### src/rtl/instr_sequencer.sv
// rtl/instr_sequencer.sv - instruction fetch/decode/execute control sequencer
//
// Purpose: fetches 16-bit instructions into an instruction register. It decodes
// the opcode in bits [15:12] and starts exactly one execution FSM through a
// one-hot select. It then waits for that unit's done pulse. The block also
// flags illegal opcodes and execution timeouts, and it handles HALT.
//
// Optional feature macro: SEQ_STEP_EN (adds the step input and a STEP_WAIT
// state between RETIRE and FETCH for single-stepping).
//
// Ports:
//   clk          in   system clock, rising edge
//   rst          in   asynchronous active-low reset
//   instr_in     in   [15:0] instruction word from program memory
//   instr_valid  in   instr_in valid (sampled only in FETCH)
//   unit_done    in   [15:0] done pulses, bit n = opcode n
//   resume       in   leave HALT
//   clear_err    in   leave ERROR, clears sticky flags
//   step         in   (SEQ_STEP_EN only) release STEP_WAIT
//   fetch_req    out  request next instruction
//   if_active    out  fetch phase active, execution FSMs held idle
//   instruction  out  [15:0] instruction register
//   unit_sel     out  [15:0] one-hot select of active execution FSM
//   retire       out  one-cycle pulse per completed instruction
//   instr_count  out  [15:0] retired-instruction counter
//   halted       out  in HALT
//   illegal_op   out  sticky illegal-opcode flag
//   timeout_err  out  sticky execution-timeout flag
module instr_sequencer #(
    parameter int unsigned TIMEOUT_CYCLES = 15,
    parameter logic [15:0] LEGAL_MASK     = 16'h00FF,
    parameter logic [3:0]  HALT_OPCODE    = 4'hF
) (
    input  logic        clk,
    input  logic        rst,
    input  logic [15:0] instr_in,
    input  logic        instr_valid,
    input  logic [15:0] unit_done,
    input  logic        resume,
    input  logic        clear_err,
`ifdef SEQ_STEP_EN
    input  logic        step,
`endif
    output logic        fetch_req,
    output logic        if_active,
    output logic [15:0] instruction,
    output logic [15:0] unit_sel,
    output logic        retire,
    output logic [15:0] instr_count,
    output logic        halted,
    output logic        illegal_op,
    output logic        timeout_err
);

    typedef enum logic [2:0] {
        S_IDLE      = 3'd0,
        S_FETCH     = 3'd1,
        S_DECODE    = 3'd2,
        S_EXEC      = 3'd3,
        S_RETIRE    = 3'd4,
        S_HALT      = 3'd5,
        S_ERROR     = 3'd6,
        S_STEP_WAIT = 3'd7
    } state_t;

    state_t      r_state;
    state_t      w_next_state;
    logic [15:0] r_instruction;
    logic [15:0] r_unit_sel;
    logic [15:0] r_instr_count;
    logic [7:0]  r_timer;
    logic        r_illegal;
    logic        r_timeout;
    logic [3:0]  w_opcode;
    logic        w_timer_expired;

    assign w_opcode        = r_instruction[15:12];
    assign w_timer_expired = (r_timer == 8'(TIMEOUT_CYCLES - 1));

    // State register
    always_ff @(posedge clk or negedge rst) begin
        if (!rst) begin
            r_state <= S_IDLE;
        end else begin
            r_state <= w_next_state;
        end
    end

    // Next-state logic
    always_comb begin
        w_next_state = r_state;
        case (r_state)
            S_IDLE:   w_next_state = S_FETCH;
            S_FETCH:  if (instr_valid) w_next_state = S_DECODE;
            S_DECODE: begin
                // HALT is checked first so it works even when its mask bit is clear
                if (w_opcode == HALT_OPCODE)     w_next_state = S_HALT;
                else if (!LEGAL_MASK[w_opcode])  w_next_state = S_ERROR;
                else                             w_next_state = S_EXEC;
            end
            S_EXEC: begin
                // done wins over a timeout landing in the same cycle
                if (unit_done[w_opcode])         w_next_state = S_RETIRE;
                else if (w_timer_expired)        w_next_state = S_ERROR;
            end
`ifdef SEQ_STEP_EN
            S_RETIRE:    w_next_state = S_STEP_WAIT;
            S_STEP_WAIT: if (step) w_next_state = S_FETCH;
`else
            S_RETIRE:    w_next_state = S_FETCH;
`endif
            S_HALT:   if (resume)    w_next_state = S_FETCH;
            S_ERROR:  if (clear_err) w_next_state = S_FETCH;
            default:  w_next_state = S_IDLE;
        endcase
    end

    // Output decode
    always_comb begin
        fetch_req = 1'b0;
        if_active = 1'b0;
        retire    = 1'b0;
        halted    = 1'b0;
        case (r_state)
            S_FETCH: begin
                fetch_req = 1'b1;
                if_active = 1'b1;
            end
`ifdef SEQ_STEP_EN
            S_STEP_WAIT: if_active = 1'b1;
`endif
            S_RETIRE: retire = 1'b1;
            S_HALT:   halted = 1'b1;
            default:  ;
        endcase
    end

    // Datapath registers
    always_ff @(posedge clk or negedge rst) begin
        if (!rst) begin
            r_instruction <= '0;
            r_unit_sel    <= '0;
            r_instr_count <= '0;
            r_timer       <= '0;
            r_illegal     <= 1'b0;
            r_timeout     <= 1'b0;
        end else begin
            if (r_state == S_FETCH && instr_valid) begin
                r_instruction <= instr_in;
            end
            // Select is loaded on EXEC entry and held steady until EXEC is left
            r_unit_sel <= (w_next_state == S_EXEC) ? (16'd1 << w_opcode) : 16'd0;
            if (r_state == S_DECODE) begin
                r_timer <= '0;
            end else if (r_state == S_EXEC) begin
                r_timer <= r_timer + 8'd1;
            end
            if (r_state == S_RETIRE) begin
                r_instr_count <= r_instr_count + 16'd1;
            end
            if (r_state == S_DECODE && w_next_state == S_ERROR) begin
                r_illegal <= 1'b1;
            end
            if (r_state == S_EXEC && w_next_state == S_ERROR) begin
                r_timeout <= 1'b1;
            end
            if (r_state == S_ERROR && clear_err) begin
                r_illegal <= 1'b0;
                r_timeout <= 1'b0;
            end
        end
    end

    assign instruction = r_instruction;
    assign unit_sel    = r_unit_sel;
    assign instr_count = r_instr_count;
    assign illegal_op  = r_illegal;
    assign timeout_err = r_timeout;

endmodule
### config.mk
export PLATFORM = sky130hd
export DESIGN_NAME = instr_sequencer
export DESIGN_NICKNAME = d
export VERILOG_FILES = /design/src/rtl/instr_sequencer.sv
export SDC_FILE = /design/constraint.sdc
export NUM_CORES = 1
export LEC_CHECK = 0
export CAP_MARGIN = 5
export CORE_ASPECT_RATIO = 1.25
export CORE_MARGIN = 1
export CORE_UTILIZATION = 35
export CTS_BUF_LIST = sky130_fd_sc_hd__clkbuf_4 sky130_fd_sc_hd__clkbuf_8
export DETAILED_ROUTE_END_ITERATION = 7
export PLACE_DENSITY = 0.68
export SKIP_LAST_GASP = 1
export SYNTH_ARGS = -nofsm -noshare
export SYNTH_HDL_FRONTEND = slang
export SYNTH_SLANG_ARGS = --single-unit
### constraint.sdc
create_clock -name clk -period 4.7 [get_ports clk]
set_input_delay 0.94 -clock clk [delete_from_list [all_inputs] [get_ports clk]]
set_output_delay 0.94 -clock clk [all_outputs]
set_load 0.01 [all_outputs]
# ---- Word level (Yosys, flattened, before mapping)
# Memories as Yosys holds them, arrays and structs flattened.
# Index checks and enable logic that the tools add are counted.
dict set report word_totals {
  mem_bits_ro 16
  in_bits 37
  out_inout_bits 54
  n_memories 1
  elab_cells 52
  ff_bits 61
}
dict set report op_classes {
  n_mux 21
  n_shift 1
  n_reduce_logical 9
  addsub 2
  magnitude_cmp 1
  eq_ne 10
}
# name depth width rd rd_ports_with_merged_regs wr line_no
set mem_list {}
lappend mem_list {{(no name shown)} 16 1 1 0 0 98} ;# else if (!LEGAL_MASK[w_opcode]) w_next_state = S_ERROR;
# op n
set ops {}
lappend ops {{$mux 3} 7}
lappend ops {{$pmux 3 s6} 1}
lappend ops {{$add 16x1->16 const B} 1}
lappend ops {{$mux 16} 1}
lappend ops {{$mux 8} 2}
lappend ops {{$shl 1x4->16 const A} 1}
lappend ops {{$eq 3x3->1 const B} 4}
lappend ops {{$eq 3x2->1 const B} 3}
lappend ops {{$mux 1} 9}
lappend ops {{$add 8x1->8 const B} 1}
lappend ops {{$eq 8x4->1 const B} 1}
lappend ops {{$reduce_bool 2->1} 3}
lappend ops {{$lt 4x5->1 const B} 1}
lappend ops {{$bmux 1 s4} 1}
lappend ops {{$eq 4x4->1 const B} 1}
lappend ops {{$logic_and 1x1->1} 4}
lappend ops {{$eq 3x1->1 const B} 1}
lappend ops {{$logic_not 3->1} 1}
lappend ops {{$reduce_or 2->1} 1}

# ---- Logic depth before layout (Yosys ltp)
# Gate-level depths: netlist of run 1.
dict set report depth {
  ltp_word 9
  mapped_depth 8
  depth_no_buf 6
}

# ---- Least setup slack after synthesis of run 1
# OpenSTA, ideal clock, no wires.
dict set report synth_timing {
  path_type {input -> register}
  from {input port unit_done[3]}
  to {register r_unit_sel[12] (netlist: unit_sel[12])}
  cell_stages 7
  arrival_time_ns 2.442
  t_required_ns 4.599
  path_slack_ns 2.157
  n_path_buf 2
  path_cell_list {mux4_2 mux2i_4 o32ai_1 o31a_1 buf_6 buf_6 nor4_1}
}
dict set report synth_via {
  elab_chain_cells 6
}
# element line_no
set synth_rtl {}
lappend synth_rtl {{start: declaration} 38} ;# input logic [15:0] unit_done,
lappend synth_rtl {{$bmux 1 s4} 103} ;# if (unit_done[w_opcode]) w_next_state = S_RETIRE;
lappend synth_rtl {{$mux 1 (not written as such)} 103}
lappend synth_rtl {{$mux 3} 103}
lappend synth_rtl {{$pmux 3 s6} 92} ;# case (r_state)
lappend synth_rtl {{$eq 3x2->1} 152} ;# r_unit_sel <= (w_next_state == S_EXEC) ? (16'd1 << w_opcode) : 16'd0;
lappend synth_rtl {{$mux 16} 152}
lappend synth_rtl {{end signal: assignment} 152}
lappend synth_rtl {{end: declaration} 69} ;# logic [15:0] r_unit_sel;
# Every way passes these cells. The select of a mux whose other input is x is not followed.
# A chain may end at the register's enable or synchronous reset.

# ---- Final worst setup path of run 1
dict set report layout_timing {
  from {input port unit_done[10]}
  to {register r_unit_sel[2] (netlist: unit_sel[2])}
}
# Same word-level chain as after synthesis.

==> flow_summary.toml, run 1 <==
[layout]
nets = 362
layout-drive-gt1-share_pct = 12.8
antennaDiodeCount = 0
post-route-cell-area_um2 = 3920
syn_to_final_growth_pct = 42.3

[synthesis]
syn-num-nets = 273
synth-warning-count = 0
synth_seq_area_share_pct = 55.4
ys_seq_elements = 61
syn_inst = 233
synth.cell_area_um2 = 2760
ys_types = 39
synth.avg_cell_area_um2 = 11.8

[drt]
first_pass_iters = 4
wl_per_cell_um = 14.2
wl_met3_um = 381
top_layer_used = "met4"
vias_per_cell = 4.99
drtAntennaViolNets = 0
vias = 2090
drt-initial-drc-count = 131
route.met2.wl_um = 2850
detail_route.drc_violations = 0
wl_um = 5970
wl_met1_um = 2630

[placed_design]
port_buffers = 90
dp_hpwl_um = 4300
place_congestion = 0.771
postPlaceCellArea_um2 = 3700
pre_cts_ws_ps = 1420

[sta]
whs_ps = 488
hold_violations = 0
setup_viol = 0
period_share_pct = 62.8
min_period_ps = 2950
fin_ws_ps = 1750
fmax_ghz = 0.339
slew_headroom_pct = 23.2
rsz0062_at_grt = "false"
fin_setup_tns_ps = 0
fin_skew_ps = 9.76
final_max_slew_viol_count = 0
tightest_slew_ps = 1150

[worst_setup_path]
worstRegToRegCells = 5
crit_slowest_cell = "a21oi_1"
reg2reg_to = "unit_sel[2]"
endpoint = "unit_sel[2]"
crit_path_cell_trace = "clkdlybuf4s50_1 > mux4_1 > nor2_1 > o32a_1 > a21oi_1 > nor4_1"
r2r_slack_ps = 2080
reg2reg_from = "r_state[0]"
crit_path_end_kind = "register"
crit_type = "in2reg"
required_ps = 4850
crit_path_start = "unit_done[10]"
crit_arrival_ps = 3100
slowest_delay_ps = 910
cp-start-kind = "primary input"
timing.critical_path.fanout_max = 17

[power]
p_sw_uw = 752
pwr-share-comb_pct = 38.5
p_per_area_nw_per_um2 = 555
irDropWorstVdd_mv = 0.332
clockPowerShare_pct = 24.1
switching_share_pct = 34.5
p_seq_share_pct = 37.4
p_leak_nw = 1.70
p_int_mw = 1.43

[floorplanning]
rows = 35
die_x_um = 81.4
start_util_pct = 36.8
die_h_um = 101
core_um2 = 7490
dieArea_um2 = 8240
num_io_pins = 91

[global_routing]
overflow = 0
grt_pass1_wl_um = 10200
antenna_found_initial = 0
grt_max_degree = 62
grt.total_usage_pct = 16.5
grt_pass1_vias = 2083

[clocking]
cts.clk_slew.worst_paths_ps = 70
cts_made_buffers = 9
cts_root_buf = "clkbuf_8"
worstSkewPairLatency_ps = 330
numClockSinks = 61
holdBufCountCts = 0
htreeDepth = 3
cts_setup_buffers = 0
cts_tree = "yes"
cts_resized = 0
cts_max_path_buffers = 2

[worst_hold_path]
hold_class = "reg2reg"

[flow_run]
drv_cap = 0

[run_status]
outcome = "completed"
final cells by class:
type	instances	area (µm²)
fill	668	3560
tap	92	115
timing repair buffer	91	903
sequential	61	1530
clock buffer	11	145
clock inverter	5	82.6
multi-input combinational	155	1140
inverter	4	15.0
per-stage QoR:
| stage | instances | util (%) | power (mW) |
|---|---|---|---|
| 2_1_floorplan | 233 | - | 1.33 |
| 3_3_place_gp | 403 | 49.4 | 1.66 |
| 3_5_place_dp | 403 | 49.4 | 1.67 |
| 4_1_cts | 419 | 52.4 | 2.20 |
| 5_1_grt | 419 | 52.4 | 2.33 |
| 6_report | 419 | 52.4 | 2.18 |
power by group through the flow:
stage	logic [mW]	registers [mW]	clock network (mW)
after floorplan	0.541	0.791	0
after global placement	0.833	0.826	0
after detailed placement	0.846	0.825	0
after CTS	0.849	0.819	0.536
after global routing	0.923	0.844	0.563
final	0.840	0.814	0.525
layout by cell type (no fill, tap or decap), types with 2 or more instances in the layout:
master           netlist  routed
nor2b_1                4       4
o31a_1                 2       2
and3_1                 8       8
and4_1                 3       3
inv_1                  4       4
nor4_1                17      17
xnor2_1                9       9
clkdlybuf4s50_1        0      89
bufinv_16              0       2
nor2_1                 8       8
nand4_1                3       3
nor3b_1                2       2
nand2b_1               6       6
or2_2                  2       2
mux2_2                18      18
and2_1                 3       3
mux4_2                 2       2
nand2_1               24      24
a21oi_1                2       2
clkbuf_8               0      10
ha_1                   3       3
nand3_1                9       9
dfrtp_1               61      61
xor2_1                 9       9
o21ai_0                9       9
mux2i_1                2       2
state kept, by name (all words and copies together) (netlist names):
register,flops
r_timer,8
timeout_err,1
unit_sel,16
illegal_op,1
r_state,3
instr_count,16
instruction,16
synthesized netlist by cell type:
| cell | count | area, µm² |
|---|---|---|
| o311ai_0 | 1 | 8.76 |
| mux4_1 | 1 | 26.3 |
| mux4_2 | 2 | 45.0 |
| dfrtp_1 | 61 | 1530 |
| and3b_1 | 1 | 8.76 |
| inv_1 | 4 | 15.0 |
| nor3b_1 | 2 | 15.0 |
| clkbuf_2 | 1 | 5.00 |
| a41oi_1 | 1 | 8.76 |
| xor2_1 | 9 | 78.8 |
| o31a_1 | 2 | 17.5 |
| mux2_2 | 18 | 203 |
| nand4_1 | 3 | 18.8 |
| nor2_1 | 8 | 30.0 |
| mux2i_1 | 2 | 20.0 |
| mux2i_4 | 1 | 22.5 |
| nor2b_1 | 4 | 25.0 |
| o32a_1 | 1 | 10.0 |
| clkbuf_1 | 4 | 15.0 |
| nand3_1 | 9 | 45.0 |
| a32o_1 | 1 | 10.0 |
| buf_4 | 1 | 7.51 |
| and2_1 | 3 | 18.8 |
| o32ai_1 | 1 | 8.76 |
| nand2_1 | 24 | 90.1 |
| buf_2 | 3 | 15.0 |
| a21oi_1 | 2 | 10.0 |
| ha_1 | 3 | 37.5 |
| xnor2_1 | 9 | 78.8 |
| and3_1 | 8 | 50.1 |
| nor3b_2 | 1 | 12.5 |
| o21ai_0 | 9 | 45.0 |
| or2_2 | 2 | 12.5 |
| and4_1 | 3 | 26.3 |
| buf_6 | 3 | 33.8 |
| nor4_1 | 17 | 106 |
| nand4b_1 | 1 | 8.76 |
| nand2b_1 | 6 | 37.5 |
| buf_1 | 1 | 3.75 |
logic make-up after synthesis:
group | synth area share, %
compound gates | 4.31
xor+xnor | 5.72
fa+ha+maj | 1.36
buf+inv | 3.45
flops | 55.4
mux | 11.5
simple gates | 18.3
worst max-delay path, delay by kind of cell:
kind	cells	cell delay (ps)
AO/OA/AOI/OAI	2	1290
AND/OR/NAND/NOR	2	190
multiplexers	1	220
buffers and inverters	1	450
worst min-delay path by stage:
| stage | startpoint | end | depth (start not counted) |
|---|---|---|---|
| 4_1_cts | instr_count[12] | instr_count[12] | 1 |
| 3_5_place_dp | instr_count[12] | instr_count[12] | 1 |
| 6_report | instr_count[12] | instr_count[12] | 1 |
| 3_3_place_gp | instr_count[15] | instr_count[15] | 1 |
| 5_1_grt | instr_count[12] | instr_count[12] | 1 |
| 2_1_floorplan | r_timer[4] | r_timer[4] | 1 |
routing by layer:
metal / up-vias / global-route usage [%]
met5: - / 0
met4: 0 / 7.01
met3: 8 / 5.77
met2: 65 / 24.4
met1: 1009 / 21.9
li1: 1008 / -
(Power assumes the default switching activity.)
==> inputs of run 2 (changes only) <==
- PLACE_DENSITY: 0.68 -> 0.7
- clock period: 4.7 -> 2.5 ns (I/O delays scaled with it)
==> run 2 against run 1 <==
Net effect:
- wire length increased by 2.4%
- non-clock buffer count increased by 8
- cell count increased by 1.9%
- design area increased by 1.3%
- utilization increased by 0.69 points
- flip-flop and latch count unchanged
- via count increased by 2.2%
- hold slack got worse by 250 ps
- clock-buffer cell count increased by 1
- clock power increased by 66%
- die area unchanged
- critical endpoint unchanged
- highest routed layer unchanged
==> flow_summary.toml, run 2 (synthesized netlist as in run 1, its figures left out) <==
[worst_setup_path]
timing.critical_path.fanout_max = 17
r2r_slack_ps = 200
required_ps = 2710
cp-start-kind = "primary input"
crit_path_end_kind = "register"
reg2reg_from = "instruction[12]"
reg2reg_to = "unit_sel[2]"
crit_arrival_ps = 2540
crit_type = "in2reg"
worstRegToRegCells = 5

[layout]
antennaDiodeCount = 0
final-seq-area_um2 = 1530
layout-drive-gt1-share_pct = 15.5
fill_cells = 651
syn_to_final_growth_pct = 44.1
final_common_cell = "clkdlybuf4s50_1"
nets = 370
layout_common_cells = "clkdlybuf4s50_1 (89), dfrtp_1 (61), nand2_1 (24)"
multi_input_area_um2 = 1140

[drt]
route.met2.wl_um = 2950
wl_um = 6110
detail_route.drc_violations = 0
wl_met3_um = 403
drt-initial-drc-count = 68
top_layer_used = "met4"
first_pass_iters = 4
vias = 2136
wl_per_cell_um = 14.3
wl_met1_um = 2660
vias_per_cell = 5.00
drtAntennaViolNets = 0

[clocking]
cts_setup_buffers = 0
cts.clk_slew.worst_paths_ps = 60
htreeDepth = 3
numClockSinks = 61
holdBufCountCts = 0
cts_tree = "yes"
worstSkewPairLatency_ps = 330
cts_resized = 0
cts_root_buf = "clkbuf_8"
cts_made_buffers = 9
cts_max_path_buffers = 2

[floorplanning]
dieArea_um2 = 8240
num_io_pins = 91
core_um2 = 7490
die_x_um = 81.4
die_h_um = 101
rows = 35
start_util_pct = 36.8

[sta]
final_max_slew_viol_count = 0
fin_skew_ps = 7.07
whs_ps = 242
rsz0062_at_grt = "false"
slew_headroom_pct = 48.4
min_period_ps = 2330
setup_viol = 0
tightest_slew_ps = 774
hold_violations = 0
period_share_pct = 93.4
fmax_ghz = 0.428
fin_setup_tns_ps = 0

[global_routing]
grt_pass1_wl_um = 10500
overflow = 0
grt.total_usage_pct = 16.9
grt_pass1_vias = 2226
grt_max_degree = 37
antenna_found_initial = 0

[placed_design]
port_buffers = 90
dp_hpwl_um = 4600
place_congestion = 0.805

[worst_hold_path]
hold_class = "in2async"

[power]
irDropWorstVdd_mv = 0.600
p_leak_nw = 1.73
p_per_area_nw_per_um2 = 1030

[flow_run]
drv_cap = 0

[run_status]
outcome = "completed"
run 2: per-stage QoR:
step / power (mW) / utilization (%) / worst slack [ps] / instances / cell area, µm²
2_1_floorplan: 2.50 / - / 297 / 233 / 2760
3_3_place_gp: 3.22 / 50.3 / -94.8 / 411 / 3770
3_5_place_dp: 3.26 / 50.3 / -190 / 411 / 3770
4_1_cts: 4.15 / 53.0 / 26.0 / 427 / 3970
5_1_grt: 4.40 / 53.1 / 69.2 / 427 / 3980
6_report: 4.11 / 53.1 / 166 / 427 / 3980
run 2: worst max-delay path by stage:
| stage | start | endpoint | slack [ps] | cells after the start |
|---|---|---|---|---|
| floorplan | instruction[12] | unit_sel[12] | 300 | 8 |
| global placement | unit_done[7] | unit_sel[8] | -90 | 6 |
| finish | unit_done[7] | unit_sel[2] | 170 | 6 |
| global route | unit_done[7] | unit_sel[3] | 70 | 6 |
| detailed placement | unit_done[7] | unit_sel[2] | -190 | 6 |
| CTS | r_state[0] | fetch_req | 30 | 2 |
run 2: power breakdown:
part           leakage, nW  internal, mW  switching (mW)
combinational        0.833         0.943           0.800
clock                0.103         0.506           0.365
sequential           0.796          1.23           0.262
run 2: worst max-delay path, cell delays in order:
cell and delay (ps):
clkdlybuf4s50_1 400, mux4_2 500, mux2i_4 170, o32ai_1 130, o31a_2 480, nor4_1 360
run 2: cell type report:
| type | count | share of cell area, % |
|---|---|---|
| sequential | 61 | 38.4 |
| multi-input combinational | 155 | 28.7 |
| timing repair buffer | 99 | 24.6 |
| clock buffer | 12 | 3.84 |
| tap | 92 | 2.90 |
| clock inverter | 4 | 1.20 |
| inverter | 4 | 0.378 |
run 2: layer usage:
layer	GRT usage, %	vias to the layer above
met1	21.6	1037
met2	25.8	67
met3	5.59	9
met5	0	-
li1	-	1023
met4	7.55	0
